<file path="src/rtl/ffe_pkg.sv">
// ffe_equalizer shared defaults, coefficient types and fixed-point helpers.
// Optional FFE_COEF_SHADOW_EN build is handled in ffe_if / ffe_coef_bank.
package ffe_pkg;
   localparam int DEF_DATA_W   = 8;
   localparam int DEF_COEF_W   = 8;
   localparam int DEF_FRAC_W   = 6;
   localparam int DEF_NTAPS    = 5;
   localparam int DEF_MAIN_IDX = 1;
   localparam int DEF_OUT_W    = 10;

   localparam int COEF_ONE = 1 << DEF_FRAC_W;

   typedef logic signed [DEF_COEF_W-1:0] coef_t;
   typedef coef_t coef_bank_t [DEF_NTAPS];

   function automatic int clog2(input int n);
      int r;
      r = 0;
      while ((1 << r) < n) r = r + 1;
      return (r < 1) ? 1 : r;
   endfunction

   // Round half toward +inf, then clamp to a signed out_w range.
   function automatic logic signed [31:0] sat_round(
      input  logic signed [63:0] acc,
      input  int                 frac_w,
      input  int                 out_w,
      output logic               clip
   );
      logic signed [63:0] r;
      logic signed [63:0] hi;
      logic signed [63:0] lo;
      r    = (acc + (64'sd1 <<< (frac_w - 1))) >>> frac_w;
      hi   = (64'sd1 <<< (out_w - 1)) - 64'sd1;
      lo   = -(64'sd1 <<< (out_w - 1));
      clip = 1'b0;
      if (r > hi) begin
         r    = hi;
         clip = 1'b1;
      end else if (r < lo) begin
         r    = lo;
         clip = 1'b1;
      end
      return 32'(r);
   endfunction
endpackage

</file>
<file path="src/rtl/ffe_if.sv">
// Sample, coefficient-write and output bundle of ffe_equalizer.
// FFE_COEF_SHADOW_EN adds the coef_commit strobe.
interface ffe_if import ffe_pkg::*; #(
   parameter int DATA_W = DEF_DATA_W,
   parameter int COEF_W = DEF_COEF_W,
   parameter int OUT_W  = DEF_OUT_W,
   parameter int AW     = clog2(DEF_NTAPS)
) ();
   logic                     in_valid;
   logic signed [DATA_W-1:0] in_data;
   logic                     coef_we;
   logic [AW-1:0]            coef_addr;
   logic signed [COEF_W-1:0] coef_data;
`ifdef FFE_COEF_SHADOW_EN
   logic                     coef_commit;
`endif
   logic                     out_valid;
   logic signed [OUT_W-1:0]  out_data;
   logic                     out_sat;

   modport master (
`ifdef FFE_COEF_SHADOW_EN
      output coef_commit,
`endif
      output in_valid, in_data, coef_we, coef_addr, coef_data,
      input  out_valid, out_data, out_sat
   );

   modport slave (
`ifdef FFE_COEF_SHADOW_EN
      input  coef_commit,
`endif
      input  in_valid, in_data, coef_we, coef_addr, coef_data,
      output out_valid, out_data, out_sat
   );
endinterface

</file>
<file path="src/rtl/ffe_coef_bank.sv">
// FFE tap coefficient file with identity reset and range-checked writes.
// FFE_COEF_SHADOW_EN: writes land in a shadow bank, coef_commit copies it.
module ffe_coef_bank import ffe_pkg::*; #(
   parameter int NTAPS    = DEF_NTAPS,
   parameter int COEF_W   = DEF_COEF_W,
   parameter int FRAC_W   = DEF_FRAC_W,
   parameter int MAIN_IDX = DEF_MAIN_IDX,
   parameter int AW       = clog2(DEF_NTAPS)
) (
   input  logic                         clk,
   input  logic                         rst,
   input  logic                         we,
   input  logic [AW-1:0]                addr,
   input  logic [COEF_W-1:0]            wdata,
`ifdef FFE_COEF_SHADOW_EN
   input  logic                         commit,
`endif
   output logic [NTAPS-1:0][COEF_W-1:0] coef
);
   typedef logic [NTAPS-1:0][COEF_W-1:0] bank_t;

   function automatic bank_t ident();
      bank_t b;
      b           = '0;
      b[MAIN_IDX] = COEF_W'(1 << FRAC_W);
      return b;
   endfunction

   localparam bank_t IDENT = ident();

   logic  addr_ok;
   bank_t src;
   bank_t nxt;

   assign addr_ok = {1'b0, addr} < (AW+1)'(NTAPS);

   always_comb begin
      nxt = src;
      if (we && addr_ok) nxt[addr] = wdata;
   end

`ifdef FFE_COEF_SHADOW_EN
   bank_t shd;

   assign src = shd;

   // Commit takes nxt so a same-cycle write is part of the swap.
   always_ff @(posedge clk or posedge rst) begin
      if (rst) begin
         shd  <= IDENT;
         coef <= IDENT;
      end else begin
         shd <= nxt;
         if (commit) coef <= nxt;
      end
   end
`else
   assign src = coef;

   always_ff @(posedge clk or posedge rst) begin
      if (rst) coef <= IDENT;
      else     coef <= nxt;
   end
`endif
endmodule

</file>
<file path="src/rtl/ffe_equalizer.sv">
// Multi-tap FFE: delay line, registered products, round/saturate stage.
// Optional build macro FFE_COEF_SHADOW_EN enables shadow coefficients.
module ffe_equalizer import ffe_pkg::*; #(
   parameter int DATA_W   = DEF_DATA_W,
   parameter int COEF_W   = DEF_COEF_W,
   parameter int FRAC_W   = DEF_FRAC_W,
   parameter int NTAPS    = DEF_NTAPS,
   parameter int MAIN_IDX = DEF_MAIN_IDX,
   parameter int OUT_W    = DEF_OUT_W
) (
   input logic  clk,
   input logic  rst,
   ffe_if.slave io
);
   localparam int AW    = clog2(NTAPS);
   localparam int PW    = DATA_W + COEF_W;
   localparam int ACC_W = PW + AW;

   if (MAIN_IDX >= NTAPS) begin : g_bad_main
      $error("ffe_equalizer: MAIN_IDX must be below NTAPS");
   end

   logic [NTAPS-1:0][COEF_W-1:0] coef;
   logic signed [DATA_W-1:0]     dl [NTAPS-1];
   logic signed [DATA_W-1:0]     dp [NTAPS];
   logic signed [PW-1:0]         prod [NTAPS];
   logic signed [ACC_W-1:0]      acc;
   logic [OUT_W-1:0]             y;
   logic                         y_clip;
   logic                         v1;

   ffe_coef_bank #(
      .NTAPS(NTAPS), .COEF_W(COEF_W), .FRAC_W(FRAC_W),
      .MAIN_IDX(MAIN_IDX), .AW(AW)
   ) u_bank (
      .clk   (clk),
      .rst   (rst),
      .we    (io.coef_we),
      .addr  (io.coef_addr),
      .wdata (io.coef_data),
`ifdef FFE_COEF_SHADOW_EN
      .commit(io.coef_commit),
`endif
      .coef  (coef)
   );

   always_comb begin
      dp[0] = io.in_data;
      for (int k = 1; k < NTAPS; k++) dp[k] = dl[k-1];
   end

   // coef still holds pre-edge values, so a colliding write lands one sample later.
   always_ff @(posedge clk or posedge rst) begin
      if (rst) begin
         for (int k = 0; k < NTAPS-1; k++) dl[k] <= '0;
         for (int k = 0; k < NTAPS; k++) prod[k] <= '0;
         v1 <= 1'b0;
      end else begin
         v1 <= io.in_valid;
         if (io.in_valid) begin
            for (int k = 0; k < NTAPS-1; k++) dl[k] <= dp[k];
            for (int k = 0; k < NTAPS; k++)
               prod[k] <= PW'($signed(coef[k])) * PW'(dp[k]);
         end
      end
   end

   always_comb begin
      acc = '0;
      for (int k = 0; k < NTAPS; k++) acc = acc + ACC_W'(prod[k]);
   end

   always_comb begin
      y_clip = 1'b0;
      y      = OUT_W'(sat_round(64'(acc), FRAC_W, OUT_W, y_clip));
   end

   always_ff @(posedge clk or posedge rst) begin
      if (rst) begin
         io.out_valid <= 1'b0;
         io.out_data  <= '0;
         io.out_sat   <= 1'b0;
      end else begin
         io.out_valid <= v1;
         if (v1) begin
            io.out_data <= y;
            io.out_sat  <= y_clip;
         end
      end
   end
endmodule

</file>
<file path="src/flat_wrapper.sv">
// flat-port wrapper written by rule: the top's interface ports become plain ports
module ffe_equalizer_flat import ffe_pkg::*;
#(
   parameter int DATA_W   = DEF_DATA_W,
   parameter int COEF_W   = DEF_COEF_W,
   parameter int FRAC_W   = DEF_FRAC_W,
   parameter int NTAPS    = DEF_NTAPS,
   parameter int MAIN_IDX = DEF_MAIN_IDX,
   parameter int OUT_W    = DEF_OUT_W
)
  (clk, rst, io_in_valid, io_in_data, io_coef_we, io_coef_addr, io_coef_data, io_out_valid, io_out_data, io_out_sat);
  ffe_if #(.DATA_W(DATA_W), .COEF_W(COEF_W), .OUT_W(OUT_W)) io_i ();
  input logic clk;
  input logic rst;
  input wire logic [$bits(io_i.in_valid)-1:0] io_in_valid;
  input wire logic [$bits(io_i.in_data)-1:0] io_in_data;
  input wire logic [$bits(io_i.coef_we)-1:0] io_coef_we;
  input wire logic [$bits(io_i.coef_addr)-1:0] io_coef_addr;
  input wire logic [$bits(io_i.coef_data)-1:0] io_coef_data;
  output wire logic [$bits(io_i.out_valid)-1:0] io_out_valid;
  output wire logic [$bits(io_i.out_data)-1:0] io_out_data;
  output wire logic [$bits(io_i.out_sat)-1:0] io_out_sat;
  assign io_i.in_valid = io_in_valid;
  assign io_i.in_data = io_in_data;
  assign io_i.coef_we = io_coef_we;
  assign io_i.coef_addr = io_coef_addr;
  assign io_i.coef_data = io_coef_data;
  assign io_out_valid = io_i.out_valid;
  assign io_out_data = io_i.out_data;
  assign io_out_sat = io_i.out_sat;
  ffe_equalizer #(.DATA_W(DATA_W), .COEF_W(COEF_W), .FRAC_W(FRAC_W), .NTAPS(NTAPS), .MAIN_IDX(MAIN_IDX), .OUT_W(OUT_W)) u_core (.clk(clk), .rst(rst), .io(io_i));
endmodule
</file>
<file path="config.mk">
export PLATFORM = sky130hd
export DESIGN_NAME = ffe_equalizer_flat
export DESIGN_NICKNAME = d
export VERILOG_FILES = /design/src/rtl/ffe_pkg.sv /design/src/rtl/ffe_if.sv /design/src/rtl/ffe_coef_bank.sv /design/src/rtl/ffe_equalizer.sv /design/src/flat_wrapper.sv
export SDC_FILE = /design/constraint.sdc
export NUM_CORES = 1
export LEC_CHECK = 0
export CORE_MARGIN = 2
export CORE_UTILIZATION = 30
export CTS_CLUSTER_SIZE = 20
export DETAILED_ROUTE_END_ITERATION = 7
export PLACE_DENSITY = 0.55
export REMOVE_ABC_BUFFERS = 1
export SYNTH_ARGS = -nofsm -noshare
export SYNTH_HDL_FRONTEND = slang
export SYNTH_SLANG_ARGS = --single-unit
</file>
<file path="constraint.sdc">
create_clock -name clk -period 5.7 [get_ports clk]
set_input_delay 1.14 -clock clk [delete_from_list [all_inputs] [get_ports clk]]
set_output_delay 1.14 -clock clk [all_outputs]
set_load 0.01 [all_outputs]
</file>
==> results.py, run 1 <==
metrics = {
    "detailed_routing": {
        "post_drt_wl_per_cell_um": 15.7,
        "drt-total-wl_um": 48000,
        "routed_via_density": 4.59,
        "vias": 14000,
        "drt_iter0_drc": 686,
        "final_antenna_net_count": 0,
        "drc_errors": 0,
        "first_pass_iters": 5,
    },
    "setup_path": {
        "cp_slowest_cell": "fa_1",
        "critPathRequiredTime_ns": 6.05,
        "cpPeakStageDelay_ns": 0.56,
        "ff2ff_path_depth": 26,
        "crit_arrival_ns": 5.98,
        "path_class": "register to register",
        "cp_max_fo": 6,
        "end_kind": "register",
        "crit_path_start_kind": "register",
    },
    "clock_network": {
        "clock_path_buffers": 2,
        "clk_latency_ns": 0.48,
        "clk_pin_slew_ns": 0.07,
        "cts_max_level": 4,
        "cts-root-buf": "clkbuf_16",
        "cts_tree": "yes",
        "clock-sinks": 165,
        "cts_buffers": 17,
    },
    "timing": {
        "finalCritPeriodShare_pct": 98.7,
        "rsz0062_at_grt": "true",
        "setup_violations": 0,
        "slew_headroom_pct": 30.1,
        "hold_viol": 0,
        "tightestPinTransition_ns": 1.05,
        "max_freq_ghz": 0.178,
        "timing.hold.ws_ns": 0.523,
        "skew_ns": 0.0157,
        "period_needed_ns": 5.63,
        "slew_viol_final": 0,
    },
    "floorplanning": {
        "ios": 35,
        "start_util_pct": 30.4,
        "rows": 95,
        "die_w_um": 265,
        "core_area_um2": 67400,
        "die_y_um": 265,
        "dieArea_um2": 70300,
    },
    "synth": {
        "synth_cells": 2074,
        "async_flop_share_pct": 100,
        "yosysSeqAreaShare_pct": 20.2,
        "synthFlopType": "dfrtp_1",
        "synth-seq-cells": 165,
        "yosysUniqueCellTypes": 60,
        "netlist_area_um2": 20500,
        "synth_edf_count": 0,
        "ys_warn_count": 0,
        "syn_avg_cell_area_um2": 9.87,
    },
    "global_routing": {
        "grt_max_degree": 84,
        "antenna_found_initial": 5,
        "grt_pass1_wl_um": 81500,
        "grt_usage_pct": 14.7,
        "grt_pass1_vias": 15400,
        "grt-ovfl-total": 0,
    },
    "layout": {
        "areaGrowthSynthToFinish_pct": 13.5,
        "drive_gt1_share_pct": 12.4,
        "nNetsFinal": 2684,
        "antennaDiodeCount": 0,
    },
    "outcome": {
        "status": "complete, no violations",
    },
    "place": {
        "portBuffers": 34,
        "place_congestion": 0.851,
        "dp_hpwl_um": 38700,
    },
    "hold_path": {
        "hold-path-cell-count": 2,
        "hp-class": "register to register",
    },
    "flow_run": {
        "drv_cap": 0,
    },
}
==> worst paths after layout <==
path	from	endpoint	slack (ns)
worst max-delay path	u_core.prod[66]	u_core.io.out_data[6]	0.07
worst min-delay path	u_core.io.out_sat	u_core.io.out_sat	0.52
worst max register to register	u_core.prod[66]	u_core.io.out_data[6]	0.07
worst min register to register	u_core.io.out_sat	u_core.io.out_sat	0.52
max in group asynchronous	rst	u_core.u_bank.coef[14]	3.54
min in group asynchronous	rst	u_core.io.out_sat	1.14
==> worst max-delay path, delay by kind of cell (launching register included) <==
kind                       cells  cell delay [ns]
buffers and inverters          4             0.37
DFF                            1             0.40
adders and majority gates      4             1.73
and+or+nand+nor                8             1.42
AOI/OAI and AO/OA             10             1.57
==> sequential cells by signal (all words and copies together) (netlist names) <==
register	cells
u_core.io.out_sat	1
u_core.u_bank.coef	40
u_core.prod	80
u_core.io.out_data	10
u_core.dl	32
u_core.io.out_valid	1
u_core.v1	1
==> stage by stage <==
stage	util, %	setup slack [ns]	cell area (um^2)	instances	TNS (ns)
finish	34.5	0.0750	23200	3058	0
global route	34.5	-0.214	23200	3058	-2.15
CTS	34.1	0.0118	23000	3053	0
detailed placement	33.1	-0.427	22300	3014	-4.34
global placement	33.1	-0.241	22300	3014	-2.02
floorplan	-	0.0885	20300	2038	0
==> kinds of logic (layout without fill, tap and decap cells) <==
| family | after synthesis | count (layout) | synth area share, % |
|---|---|---|---|
| buf+inv | 464 | 574 | 8.55 |
| xor+xnor | 96 | 96 | 4.11 |
| compound gates | 230 | 231 | 6.88 |
| mux | 103 | 103 | 5.61 |
| fa+ha+maj | 488 | 488 | 41.2 |
| flops | 165 | 165 | 20.2 |
| simple gates | 528 | 528 | 13.5 |
==> final cells by class <==
class | count | area, um^2
fillers | 6794 | 44200
multi-input cells | 1446 | 14900
flip-flops and latches | 165 | 4130
inverters | 428 | 1610
well taps | 873 | 1090
repair buffers | 115 | 963
clock buffers | 24 | 492
clock inverters | 7 | 47.5
==> metal layers <==
layer  track usage (%)  share of wire, %
met1              19.0                45
met4              4.67               2.6
met3              2.23               3.4
met2              25.2                49
met5                 0                 0
==> synthesized netlist by cell type, drive strengths merged, types with 4 or more instances <==
master,instances,area share [%]
inv,427,7.8
fa,309,30
and2,188,5.7
ha,179,11
dfrtp,164,20
nand2,156,2.9
o21ai,96,2.4
mux2,94,5.2
xnor2,87,3.7
a21oi,59,1.5
nor2,49,0.90
nand2b,40,1.2
clkbuf,30,0.55
nor3,24,0.59
nand3,22,0.54
a21o,15,0.55
o21a,13,0.48
and3,11,0.34
nor2b,11,0.34
o41ai,10,0.46
mux2i,9,0.44
o31ai,9,0.35
xor2,9,0.39
buf,6,0.15
nand3b,6,0.22
or3,6,0.18
a21boi,5,0.18
nand4,4,0.12
o21bai,4,0.15
==> what timing repair did <==
item / 4_1_cts / 5_1_grt
resized for setup: 20 / 61
setup endpoints to repair: 11 / 14
setup buffers: 7 / 5
hold buffers: 0 / 0
pin swaps: 15 / 31
cloned: 1 / 0
==> layout by cell type, fill, tap and decap left out, drive strengths merged, types with 82 or more instances in the layout <==
cell	n
buf	82
dfrtp	164
inv	428
o21ai	96
ha	179
mux2	94
fa	309
xnor2	87
and2	188
nand2	156
Power of run 1 is not shown: default switching activity piles up to over one toggle a cycle in this logic, so the estimate is an artifact.
==> inputs of run 2 (changes only) <==
Settings changed: CORE_MARGIN 2 to default, DONT_BUFFER_PORTS from default to 1, PLACE_DENSITY 0.55 to 0.54.
==> run 2 against run 1 <==
- register-to-register slack lost 0.02 ns
- worst setup slack got worse by 0.019 ns
- count of clock-buffer cells in the layout is 4 lower
- critical path type unchanged
- critical endpoint is now u_core.io.out_data[9]
- largest cell class unchanged
==> results.py, run 2 (synthesis gave the netlist of run 1 again) <==
metrics = {
    "place": {
        "place_inst": 2954,
        "dp_hpwl_um": 38300,
        "portBuffers": 0,
        "place_congestion": 0.832,
        "placed_area_um2": 21800,
    },
    "timing": {
        "rsz0062_at_grt": "true",
        "max_freq_ghz": 0.177,
        "skew_ns": 0.0156,
        "setup_violations": 0,
        "period_needed_ns": 5.64,
        "hold_viol": 0,
        "slew_headroom_pct": 46.9,
        "finalCritPeriodShare_pct": 99.0,
        "tightestPinTransition_ns": 0.797,
        "slew_viol_final": 0,
    },
    "setup_path": {
        "path_class": "register to register",
        "cpPeakStageDelay_ns": 0.48,
        "critPathRequiredTime_ns": 6.07,
        "end_kind": "register",
        "timing.critical_path.buf_inv": 4,
        "crit_path_start_kind": "register",
        "cp_max_fo": 5,
        "worst_path_dominant_cell_family": "compound AO/OA/AOI/OAI gates",
        "cp_slowest_cell": "fa_1",
        "crit_arrival_ns": 6.01,
    },
    "clock_network": {
        "cts_buffers": 17,
        "clk_latency_ns": 0.48,
        "cts_hold_buffers": 0,
        "cts_max_level": 4,
        "clk_pin_slew_ns": 0.07,
        "cts-root-buf": "clkbuf_16",
        "clock-sinks": 165,
        "clock_path_buffers": 2,
        "cts_tree": "yes",
    },
    "floorplanning": {
        "start_util_pct": 30.4,
        "die_w_um": 263,
        "die_y_um": 263,
        "ios": 35,
        "rows": 95,
        "dieArea_um2": 69300,
        "core_area_um2": 67300,
    },
    "flow_run": {
        "drv_cap": 0,
    },
    "global_routing": {
        "antenna_found_initial": 7,
        "grt_pass1_wl_um": 80400,
        "grt_pass1_vias": 14900,
        "grt-ovfl-total": 0,
        "grt_max_degree": 139,
        "grt_usage_pct": 14.8,
    },
    "layout": {
        "final_common_cell": "inv_1",
        "final_cell_area_um2": 22600,
        "fin_util_pct": 33.6,
        "layoutNonFillerInstCount": 2994,
        "final_cell_mix": "422 x inv_1, 308 x fa_1, 188 x and2_1, 174 x ha_1, 164 x dfrtp_1",
        "largest_reg_flops": 80,
        "nNetsFinal": 2617,
        "largestRegisters": "u_core.prod: 80 flops, u_core.u_bank.coef: 40 flops, u_core.dl: 32 flops",
        "regMostFlops": "u_core.prod",
        "areaGrowthSynthToFinish_pct": 10.6,
        "drive_gt1_share_pct": 10.9,
    },
    "detailed_routing": {
        "post_drt_wl_per_cell_um": 15.9,
        "first_pass_iters": 5,
        "drt-total-wl_um": 47600,
        "final_antenna_net_count": 0,
        "drt_iter0_drc": 579,
        "drc_errors": 0,
        "vias": 13800,
        "routed_via_density": 4.61,
    },
    "outcome": {
        "status": "complete, no violations",
    },
    "hold_path": {
        "hp-class": "register to register",
    },
}
run 2: worst min-delay path, stage by stage (launching register included):
cell and delay, ns:
dfrtp_1 0.37, nand2_1 0.06, o31ai_1 0.06
run 2: metrics by stage:
stage / hold slack [ns] / TNS (ns) / setup slack (ns)
6_report: 0.519 / 0 / 0.0564
2_1_floorplan: 0.471 / 0 / 0.0885
5_1_grt: 0.557 / -2.48 / -0.299
3_5_place_dp: 0.508 / -3.85 / -0.403
3_3_place_gp: 0.504 / -2.07 / -0.199
4_1_cts: 0.524 / -0.00323 / -0.00323
run 2: what timing repair did:
action                     4_1_cts  5_1_grt
pin swaps                        9       22
gates resized for setup         16       46
setup buffers                    1        3
gates cloned                     1        1
setup endpoints to repair       11       11
run 2: area by class of cell:
class | instances | area [um^2]
fillers | 6927 | 44600
multi-input cells | 1446 | 14800
flip-flops and latches | 165 | 4130
inverters | 428 | 1610
well taps | 873 | 1090
clock buffers | 20 | 457
repair buffers | 48 | 370
clock inverters | 12 | 141
diodes | 2 | 5.00
run 2: worst paths after layout:
path | endpoint | startpoint | slack [ns] | cells after the start
setup / recovery | u_core.io.out_data[9] | u_core.prod[33] | 0.06 | 28
hold / removal | u_core.prod[78] | u_core.prod[78] | 0.52 | 2
setup reg to reg | u_core.io.out_data[9] | u_core.prod[33] | 0.06 | 28
hold reg to reg | u_core.prod[78] | u_core.prod[78] | 0.52 | 2
max in group asynchronous | u_core.u_bank.coef[14] | rst | 4.08 | 2
min in group asynchronous | u_core.io.out_sat | rst | 0.63 | 1
run 2: per-layer routing:
metal	track usage, %	wire, um	vias up	part of all wire [%]
met3	2.45	1470	48	3.1
met5	0	12	-	0.025
li1	-	-	6565	-
met4	4.41	1160	2	2.4
met2	24.9	23200	145	49
met1	19.4	21800	7038	46
Power of run 2 is left out for the same reason.
